===== src/rtl/cpu_pkg.sv =====
// Shared encodings for the multicycle controller: state enum, instruction fields,
// one-hot register/writeback selects and memory command codes.
package cpu_pkg;

    typedef enum logic [4:0] {
        StRst,
        StIf1,
        StIf2,
        StUpc,
        StDec,
        StMovi,
        StGetA,
        StGetB,
        StAlu,
        StWb,
        StAddr,
        StLaddr,
        StLdMem,
        StLdWb,
        StStGet,
        StStPass,
        StStMem,
        StHalt,
        StHaltHold
    } state_e;

    localparam logic [2:0] OP_MOV  = 3'b110;
    localparam logic [2:0] OP_ALU  = 3'b101;
    localparam logic [2:0] OP_LDR  = 3'b011;
    localparam logic [2:0] OP_STR  = 3'b100;
    localparam logic [2:0] OP_HALT = 3'b111;

    localparam logic [1:0] ALU_ADD = 2'b00;
    localparam logic [1:0] ALU_CMP = 2'b01;
    localparam logic [1:0] ALU_AND = 2'b10;
    localparam logic [1:0] ALU_MVN = 2'b11;

    // MOV sub-forms share the op field with the ALU encodings
    localparam logic [1:0] MOV_IMM = ALU_AND;
    localparam logic [1:0] MOV_REG = ALU_ADD;

    localparam logic [2:0] NSEL_RN = 3'b001;
    localparam logic [2:0] NSEL_RD = 3'b010;
    localparam logic [2:0] NSEL_RM = 3'b100;

    localparam logic [3:0] VSEL_C     = 4'b0001;
    localparam logic [3:0] VSEL_PC    = 4'b0010;
    localparam logic [3:0] VSEL_IMM   = 4'b0100;
    localparam logic [3:0] VSEL_MDATA = 4'b1000;

    localparam logic [1:0] MEM_NONE  = 2'b00;
    localparam logic [1:0] MEM_READ  = 2'b01;
    localparam logic [1:0] MEM_WRITE = 2'b10;

endpackage


===== src/rtl/cpu_controller_if.sv =====
// Decoder/memory inputs and datapath control strobes of the controller.
interface cpu_controller_if;

    logic [2:0] opcode;
    logic [1:0] op;
    logic       mem_rdy;
    logic       load_ir;
    logic       load_pc;
    logic       reset_pc;
    logic       addr_sel;
    logic       load_addr;
    logic [1:0] mem_cmd;
    logic [2:0] nsel;
    logic [3:0] vsel;
    logic       write;
    logic       loada;
    logic       loadb;
    logic       loadc;
    logic       loads;
    logic       asel;
    logic       bsel;
    logic       alu_force_add;
    logic       retire;
    logic       halted;
    logic       err;

    modport master (
        input  opcode, op, mem_rdy,
        output load_ir, load_pc, reset_pc, addr_sel, load_addr, mem_cmd, nsel, vsel, write,
               loada, loadb, loadc, loads, asel, bsel, alu_force_add, retire, halted, err
    );

    modport slave (
        output opcode, op, mem_rdy,
        input  load_ir, load_pc, reset_pc, addr_sel, load_addr, mem_cmd, nsel, vsel, write,
               loada, loadb, loadc, loads, asel, bsel, alu_force_add, retire, halted, err
    );

endinterface


===== src/rtl/cpu_controller_mem_wait_timer.sv =====
// Counts cycles spent waiting on mem_rdy and holds a sticky timeout error flag.
module cpu_controller_mem_wait_timer #(
    parameter int unsigned WAIT_LIMIT = 0,
    parameter int unsigned WCNT_W     = 8
) (
    input  logic clk,
    input  logic reset,
    input  logic count,
    input  logic clear,
    input  logic set_err,
    output logic at_limit,
    output logic err
);

    localparam logic [WCNT_W-1:0] Limit = WCNT_W'(WAIT_LIMIT);

    logic [WCNT_W-1:0] cnt_q, cnt_d;
    logic              err_q, err_d;

    always_comb begin
        cnt_d = cnt_q;
        if (clear) begin
            cnt_d = '0;
        end else if (count) begin
            cnt_d = cnt_q + WCNT_W'(1);
        end
        err_d = err_q | set_err;
    end

    always_ff @(posedge clk) begin
        if (reset) begin
            cnt_q <= '0;
            err_q <= 1'b0;
        end else begin
            cnt_q <= cnt_d;
            err_q <= err_d;
        end
    end

    // A zero limit disables the timeout entirely
    assign at_limit = (WAIT_LIMIT != 0) && (cnt_q == Limit);
    assign err      = err_q;

endmodule


===== src/rtl/cpu_controller.sv =====
// Multicycle control FSM: fetch, PC update, decode and execute for MOV/ALU/LDR/STR/HALT,
// with a mem_rdy handshake and optional wait timeout.
module cpu_controller
    import cpu_pkg::*;
#(
    parameter int unsigned WAIT_LIMIT = 0,
    parameter int unsigned WCNT_W     = 8
) (
    input logic            clk,
    input logic            reset,
    cpu_controller_if.master bus
);

    state_e state_q, state_d;
    logic   mem_state, at_limit, timeout, err;
    logic   is_mov_imm, is_mov_reg, is_mvn, is_cmp, is_mem;

    assign is_mov_imm = (bus.opcode == OP_MOV) && (bus.op == MOV_IMM);
    assign is_mov_reg = (bus.opcode == OP_MOV) && (bus.op == MOV_REG);
    assign is_mvn     = (bus.opcode == OP_ALU) && (bus.op == ALU_MVN);
    assign is_cmp     = (bus.opcode == OP_ALU) && (bus.op == ALU_CMP);
    assign is_mem     = (bus.opcode == OP_LDR) || (bus.opcode == OP_STR);

    assign mem_state = state_q inside {StIf1, StLdMem, StStMem};
    // mem_rdy on the limit cycle still wins over the timeout
    assign timeout   = mem_state && !bus.mem_rdy && at_limit;

    cpu_controller_mem_wait_timer #(
        .WAIT_LIMIT(WAIT_LIMIT),
        .WCNT_W    (WCNT_W)
    ) u_timer (
        .clk     (clk),
        .reset   (reset),
        .count   (mem_state && !bus.mem_rdy),
        .clear   (state_d != state_q),
        .set_err (timeout),
        .at_limit(at_limit),
        .err     (err)
    );

    always_ff @(posedge clk) begin
        if (reset) begin
            state_q <= StRst;
        end else begin
            state_q <= state_d;
        end
    end

    assign bus.err = err;

    always_comb begin
        state_d           = state_q;
        bus.load_ir       = 1'b0;
        bus.load_pc       = 1'b0;
        bus.reset_pc      = 1'b0;
        bus.addr_sel      = 1'b0;
        bus.load_addr     = 1'b0;
        bus.mem_cmd       = MEM_NONE;
        bus.nsel          = 3'b000;
        bus.vsel          = 4'b0000;
        bus.write         = 1'b0;
        bus.loada         = 1'b0;
        bus.loadb         = 1'b0;
        bus.loadc         = 1'b0;
        bus.loads         = 1'b0;
        bus.asel          = 1'b0;
        bus.bsel          = 1'b0;
        bus.alu_force_add = 1'b0;
        bus.retire        = 1'b0;
        bus.halted        = 1'b0;

        case (state_q)
            StRst: begin
                bus.reset_pc = 1'b1;
                bus.load_pc  = 1'b1;
                state_d      = StIf1;
            end
            StIf1: begin
                bus.addr_sel = 1'b1;
                bus.mem_cmd  = MEM_READ;
                if (bus.mem_rdy) state_d = StIf2;
                else if (timeout) state_d = StHaltHold;
            end
            StIf2: begin
                bus.addr_sel = 1'b1;
                bus.mem_cmd  = MEM_READ;
                bus.load_ir  = 1'b1;
                state_d      = StUpc;
            end
            StUpc: begin
                bus.load_pc = 1'b1;
                state_d     = StDec;
            end
            StDec: begin
                if (is_mov_imm) state_d = StMovi;
                else if (is_mov_reg || is_mvn) state_d = StGetB;
                else if ((bus.opcode == OP_ALU) || is_mem) state_d = StGetA;
                else if (bus.opcode == OP_HALT) state_d = StHalt;
                else begin
                    bus.retire = 1'b1;
                    state_d    = StIf1;
                end
            end
            StMovi: begin
                bus.nsel   = NSEL_RN;
                bus.vsel   = VSEL_IMM;
                bus.write  = 1'b1;
                bus.retire = 1'b1;
                state_d    = StIf1;
            end
            StGetA: begin
                bus.nsel  = NSEL_RN;
                bus.loada = 1'b1;
                state_d   = is_mem ? StAddr : StGetB;
            end
            StGetB: begin
                bus.nsel  = NSEL_RM;
                bus.loadb = 1'b1;
                state_d   = StAlu;
            end
            StAlu: begin
                bus.asel = is_mov_reg || is_mvn;
                if (is_cmp) begin
                    bus.loads  = 1'b1;
                    bus.retire = 1'b1;
                    state_d    = StIf1;
                end else begin
                    bus.loadc = 1'b1;
                    state_d   = StWb;
                end
            end
            StWb: begin
                bus.nsel   = NSEL_RD;
                bus.vsel   = VSEL_C;
                bus.write  = 1'b1;
                bus.retire = 1'b1;
                state_d    = StIf1;
            end
            StAddr: begin
                bus.bsel          = 1'b1;
                bus.alu_force_add = 1'b1;
                bus.loadc         = 1'b1;
                state_d           = StLaddr;
            end
            StLaddr: begin
                bus.load_addr = 1'b1;
                state_d       = (bus.opcode == OP_LDR) ? StLdMem : StStGet;
            end
            StLdMem: begin
                bus.mem_cmd = MEM_READ;
                if (bus.mem_rdy) state_d = StLdWb;
                else if (timeout) state_d = StHaltHold;
            end
            StLdWb: begin
                bus.mem_cmd = MEM_READ;
                bus.nsel    = NSEL_RD;
                bus.vsel    = VSEL_MDATA;
                bus.write   = 1'b1;
                bus.retire  = 1'b1;
                state_d     = StIf1;
            end
            StStGet: begin
                bus.nsel  = NSEL_RD;
                bus.loadb = 1'b1;
                state_d   = StStPass;
            end
            StStPass: begin
                bus.asel  = 1'b1;
                bus.loadc = 1'b1;
                state_d   = StStMem;
            end
            StStMem: begin
                bus.mem_cmd = MEM_WRITE;
                if (bus.mem_rdy) begin
                    bus.retire = 1'b1;
                    state_d    = StIf1;
                end else if (timeout) begin
                    state_d = StHaltHold;
                end
            end
            // Split HALT so the retire pulse only marks the instruction's own entry
            StHalt: begin
                bus.halted = 1'b1;
                bus.retire = 1'b1;
                state_d    = StHaltHold;
            end
            StHaltHold: begin
                bus.halted = 1'b1;
            end
            default: state_d = StRst;
        endcase
    end

endmodule

===== src/flat_wrapper.sv =====
// flat-port wrapper written by rule: the top's interface ports become plain ports
module cpu_controller_flat import cpu_pkg::*;
#(
    parameter int unsigned WAIT_LIMIT = 0,
    parameter int unsigned WCNT_W     = 8
)
  (clk, reset, bus_opcode, bus_op, bus_mem_rdy, bus_load_ir, bus_load_pc, bus_reset_pc, bus_addr_sel, bus_load_addr, bus_mem_cmd, bus_nsel, bus_vsel, bus_write, bus_loada, bus_loadb, bus_loadc, bus_loads, bus_asel, bus_bsel, bus_alu_force_add, bus_retire, bus_halted, bus_err);
  cpu_controller_if bus_i ();
  input logic clk;
  input logic reset;
  input wire logic [$bits(bus_i.opcode)-1:0] bus_opcode;
  input wire logic [$bits(bus_i.op)-1:0] bus_op;
  input wire logic [$bits(bus_i.mem_rdy)-1:0] bus_mem_rdy;
  output wire logic [$bits(bus_i.load_ir)-1:0] bus_load_ir;
  output wire logic [$bits(bus_i.load_pc)-1:0] bus_load_pc;
  output wire logic [$bits(bus_i.reset_pc)-1:0] bus_reset_pc;
  output wire logic [$bits(bus_i.addr_sel)-1:0] bus_addr_sel;
  output wire logic [$bits(bus_i.load_addr)-1:0] bus_load_addr;
  output wire logic [$bits(bus_i.mem_cmd)-1:0] bus_mem_cmd;
  output wire logic [$bits(bus_i.nsel)-1:0] bus_nsel;
  output wire logic [$bits(bus_i.vsel)-1:0] bus_vsel;
  output wire logic [$bits(bus_i.write)-1:0] bus_write;
  output wire logic [$bits(bus_i.loada)-1:0] bus_loada;
  output wire logic [$bits(bus_i.loadb)-1:0] bus_loadb;
  output wire logic [$bits(bus_i.loadc)-1:0] bus_loadc;
  output wire logic [$bits(bus_i.loads)-1:0] bus_loads;
  output wire logic [$bits(bus_i.asel)-1:0] bus_asel;
  output wire logic [$bits(bus_i.bsel)-1:0] bus_bsel;
  output wire logic [$bits(bus_i.alu_force_add)-1:0] bus_alu_force_add;
  output wire logic [$bits(bus_i.retire)-1:0] bus_retire;
  output wire logic [$bits(bus_i.halted)-1:0] bus_halted;
  output wire logic [$bits(bus_i.err)-1:0] bus_err;
  assign bus_i.opcode = bus_opcode;
  assign bus_i.op = bus_op;
  assign bus_i.mem_rdy = bus_mem_rdy;
  assign bus_load_ir = bus_i.load_ir;
  assign bus_load_pc = bus_i.load_pc;
  assign bus_reset_pc = bus_i.reset_pc;
  assign bus_addr_sel = bus_i.addr_sel;
  assign bus_load_addr = bus_i.load_addr;
  assign bus_mem_cmd = bus_i.mem_cmd;
  assign bus_nsel = bus_i.nsel;
  assign bus_vsel = bus_i.vsel;
  assign bus_write = bus_i.write;
  assign bus_loada = bus_i.loada;
  assign bus_loadb = bus_i.loadb;
  assign bus_loadc = bus_i.loadc;
  assign bus_loads = bus_i.loads;
  assign bus_asel = bus_i.asel;
  assign bus_bsel = bus_i.bsel;
  assign bus_alu_force_add = bus_i.alu_force_add;
  assign bus_retire = bus_i.retire;
  assign bus_halted = bus_i.halted;
  assign bus_err = bus_i.err;
  cpu_controller #(.WAIT_LIMIT(WAIT_LIMIT), .WCNT_W(WCNT_W)) u_core (.clk(clk), .reset(reset), .bus(bus_i));
endmodule

===== config.mk =====
export PLATFORM = sky130hd
export DESIGN_NAME = cpu_controller_flat
export DESIGN_NICKNAME = d
export VERILOG_FILES = /design/src/rtl/cpu_pkg.sv /design/src/rtl/cpu_controller_if.sv /design/src/rtl/cpu_controller_mem_wait_timer.sv /design/src/rtl/cpu_controller.sv /design/src/flat_wrapper.sv
export SDC_FILE = /design/constraint.sdc
export NUM_CORES = 1
export LEC_CHECK = 0
export CORE_MARGIN = 2
export CORE_UTILIZATION = 47
export CTS_CLUSTER_DIAMETER = 150
export DETAILED_ROUTE_END_ITERATION = 8
export PLACE_DENSITY_LB_ADDON = 0.2
export SETUP_SLACK_MARGIN = 0.2
export SYNTH_ARGS = -nofsm -noshare
export SYNTH_HDL_FRONTEND = slang
export SYNTH_HIERARCHICAL = 1
export SYNTH_SLANG_ARGS = --single-unit

===== constraint.sdc =====
create_clock -name clk -period 2.37 [get_ports clk]
set_input_delay 0.474 -clock clk [delete_from_list [all_inputs] [get_ports clk]]
set_output_delay 0.474 -clock clk [all_outputs]
set_load 0.03 [all_outputs]

After elaboration in Yosys (flattened, before gate mapping). Index checks and enable logic that the tools add are counted.

Input bits: 8. Memory bits (writable): 0. Register bits: 5. Output and inout port bits: 25. Bits in latches: 0. Bits in read-only memories: 0. Memories kept: 0. Word-level logic and storage cells: 87.

Shift operators: 0. Multiplexer cells: 35. Order comparisons: 0. Equality and inequality tests: 29. Div/mod/pow operators: 0. Bitwise operators: 1. Multiply operators: 0. $add $sub $neg: 0. Reductions and logical operators: 21.

Operator list (count): $pmux 5 s16 (1); $eq 5x4->1 const B (8); $mux 5 (7); $eq 5x3->1 const B (4); $mux 1 (18); $eq 5x5->1 const B (3); $eq 3x3->1 const B (4); $pmux 4 s3 (1); $reduce_or 2->1 (6); $reduce_or 4->1 (3); $eq 5x2->1 const B (2); $pmux 3 s3 (1); $mux 4 (2); $ne 2x2->1 const B (3); $reduce_or 3->1 (2); $eq 5x1->1 const B (1); $logic_not 5->1 (1); $eq 2x2->1 const B (2); $logic_and 1x1->1 (4); $pmux 1 s2 (2); $pmux 1 s4 (1); $pmux 2 s2 (1); $reduce_and 4->1 (1); $eq 3x2->1 const B (1); other kinds (5) (7).

Longest topological paths before layout.
Depth in word-level cells: 7. Gate-level depth with buffers: 7. Depth with buffers taken out: 5.

Modules after synthesis. The synthesis kept the hierarchy.

By module, submodules not included: cpu_controller (instances 1, area an instance 1021.0 um^2, cells each 151, seq. area each 100.1 um^2); cpu_controller_mem_wait_timer (instances 1, area an instance 41.3 um^2, cells each 4, seq. area each 20.0 um^2).

Worst setup path before layout. No wires, ideal clock.

Path kind: in2out. From: input port bus_opcode[2]. To: output port bus_retire. Arrival time: 2.436 ns. Required time: 1.896 ns. Path slack: -0.540 ns. Path buffers: 1. Stages on the path: 6. Cell sequence: clkbuf_1 > nor2b_1 > nand4_1 > nor4_1 > a21oi_1 > o21ai_1.

Cells in the longest elaborated chain, start to end: 7. Elaborated cells between the ends (all ways): 18. Those cells by class: eq/ne (5); mux (6); reduce/logical (7).

Ends and longest elaborated chain: from (decl) (RTL line flat_wrapper.sv:11) `input wire logic [$bits(bus_i.opcode)-1:0] bus_opcode;`; $eq 3x2->1 or $eq 3x3->1 (tied branches) (RTL line cpu_controller.sv:22) `assign is_mem = (bus.opcode == OP_LDR) || (bus.opcode == OP_STR);`; $logic_or 1x1->1 (RTL line cpu_controller.sv:22); $logic_or 1x1->1 (RTL line cpu_controller.sv:97) `else if ((bus.opcode == OP_ALU) || is_mem) state_d = StGetA;`; $mux 1 (RTL line cpu_controller.sv:97); $mux 1 (RTL line cpu_controller.sv:96) `else if (is_mov_reg || is_mvn) state_d = StGetB;`; $mux 1 (RTL line cpu_controller.sv:95) `if (is_mov_imm) state_d = StMovi;`; $pmux 1 s4 (*) (RTL line cpu_controller.sv:72) `case (state_q)`; to (decl) (RTL line flat_wrapper.sv:30) `output wire logic [$bits(bus_i.retire)-1:0] bus_retire;`.

Every way passes the cells marked *; elsewhere a longest branch is shown, timed or not.

Final worst setup path.
From: input port bus_op[1]. To: output port bus_retire.

Cells in the longest elaborated chain, start to end: 6. Elaborated cells between the ends (all ways): 13. Those cells by class: eq/ne (3); mux (4); reduce/logical (6).

Ends and longest elaborated chain: from (decl) (RTL line flat_wrapper.sv:12) `input wire logic [$bits(bus_i.op)-1:0] bus_op;`; $eq 2x2->1 or $logic_not 2->1 (tied branches) (RTL line cpu_controller.sv:20, cpu_controller.sv:19); $logic_and 1x1->1 (on tied branches) (RTL line cpu_controller.sv:20, cpu_controller.sv:19); $logic_or 1x1->1 (RTL line cpu_controller.sv:96); $mux 1 (RTL line cpu_controller.sv:96); $mux 1 (RTL line cpu_controller.sv:95); $pmux 1 s4 (*) (RTL line cpu_controller.sv:72).

Marked as above.

==> results.tsv <==
stage	metric	value	unit
logic_synthesis	netlist_area	960	sq um
power	p_clk_frac	0.109	
global_route	antenna_found_initial	0	
run_status	status	finished, final reports clean	
final_layout	drive_gt1_frac	0.317	
floorplan	die_w	49.2	microns
critical_path	critPathArrivalTime	1.69	ns
cts	clk_pin_slew	0.04	ns
power	swShare	0.463	
global_route	globalRouteOverflowTotal	0	
floorplan	num_rows	16	
min_path	hold_path_depth	1	
final_layout	area_growth	47.2	%
floorplan	start_util	0.494	
sta	rsz0062_at_grt	yes	
sta	fin_tns_setup	0	ns
floorplan	dieArea	0.00242	sq mm
final_layout	multi_input_area	766	sq um
sta	report.final.slew_viol_count	0	
critical_path	required	1.90	ns
route	vias_per_cell	5.82	
sta	max_freq	462	MHz
critical_path	critical_path_class	input pin to output pin	
power	peakVddDrop	432	uV
sta	finalHoldViolCount	0	
sta	layout_worst_path_cycle_share	0.913	
placed_design	port_buffers	31	
min_path	min_path_type	flip-flop to flip-flop	
cts	cts_sinks	6	
logic_synthesis	ys_warn_count	6	
final_layout	final_util	0.727	
route	drtAntennaViolNets	0	
route	drcViolationCount	0	
final_layout	finalNetCount	193	
global_route	grt_use_total	0.230	
final_layout	stdcell_count	210	
route	drtIter0Drc	57	
route	vias	1222	
final_layout	diodes	0	
global_route	grt_first_pass_wirelength	4540	microns
cts	numCtsBuffers	3	
cts	cts-htree-levels	1	
sta	finalSetupViolations	0	
final_layout	mostFrequentLayoutCell	buf_4	
placed_design	pre_cts_ws	0.00934	ns
placed_design	dp_hpwl	2230	microns
power	total_power	800	uW
sta	whs	0.469	ns
power	p_int	430	uW
power	cellLeakagePower	0.626	nW
sta	fin_skew	0.00295	ns
job	cap_violations	0	
placed_design	gp_congestion	0.852	
final_layout	regArea	124	sq um
cts	cts_buffer_depth	2	
critical_path	rr_worst_depth	4	
power	pwr-share-comb	0.722	
floorplan	core	0.00194	sq mm
logic_synthesis	synth_area_per_cell	6.66	sq um
critical_path	worstSetupEndpointType	output pin	
final_layout	final_area	0.00141	sq mm
route	dr.pass1.iters	4	
placed_design	placed_area	0.00133	sq mm
route	finalWirelength	3000	microns
cts	cts_tree	yes	
power	power.density	567	mW/mm^2
logic_synthesis	synthCells	144	
global_route	grt_pass1_vias	1076	
critical_path	crit_path_max_fanout	4	
final_layout	final_cell_mix	34 x buf_4, 16 x nor2_1, 11 x nand2_1, 11 x a21oi_1, 10 x dlygate4sd2_1	
cts	cts_root_buffer	clkbuf_4	
placed_design	dp_cells	199	
logic_synthesis	syn_nets	152	
floorplan	io_pins	33	
cts	cts_hold_buf	0	
power	switchingPower	371	uW
route	wl_per_cell	14.3	microns
sta	worst_slack	0.207	ns
cts	clock_latency	0.23	ns
power	power_frac_seq	0.170	
global_route	grt_max_degree	15	
final_layout	fill_cells	166	
floorplan	die_h	49.2	microns
critical_path	start_kind	input pin	
sta	period_minus_slack	2.16	ns
per-layer routing:
layer / GRT usage / share of wire / vias up / wire, microns
li1: - / - / 587 / -
met1: 0.281 / 0.42 / 575 / 1250
met2: 0.417 / 0.51 / 54 / 1520
met3: 0.0276 / 0.069 / 6 / 208
met4: 0.0619 / 0.0083 / 0 / 25
met5: 0 / 0 / - / 0
worst paths after layout:
check,to,from,slack [ns]
worst max-delay path,bus_retire,bus_op[1],0.21
worst min-delay path,u_core/u_timer/err,u_core/u_timer/err,0.47
worst max register to register,u_core/state_q[0],u_core/state_q[2],0.66
worst min register to register,u_core/u_timer/err,u_core/u_timer/err,0.47
worst max-delay path, stage by stage:
cell and delay, ns:
dlygate4sd2_1 0.30, nor2_4 0.12, nand4_1 0.16, nor4_4 0.36
a21oi_2 0.06, o21ai_2 0.07, buf_6 0.14
power by group through the flow:
stage	sequential [mW]	combinational [mW]	clock [mW]
after floorplan	0.130	0.346	0
after global placement	0.144	0.492	0
after detailed placement	0.145	0.503	0
after CTS	0.140	0.511	0.0920
after global routing	0.139	0.612	0.0954
final	0.136	0.577	0.0872
state kept, by name (all words and copies together) (netlist names):
register	cells
u_core/state_q	5
u_core/u_timer/err	1
final cells by class:
class | instances | share of cell area
inverter | 3 | 0.00797
tap | 27 | 0.0239
clock buffer | 3 | 0.0159
timing repair buffer | 57 | 0.322
sequential | 6 | 0.0877
multi-input combinational | 114 | 0.542
repair_timing:
action,in CTS,in global routing
endpoints found under the setup margin,16,11
resized for setup,23,21
hold endpoints to repair,0,0
setup buffers,2,6
pin swaps,2,3
(Power assumes the default switching activity.)
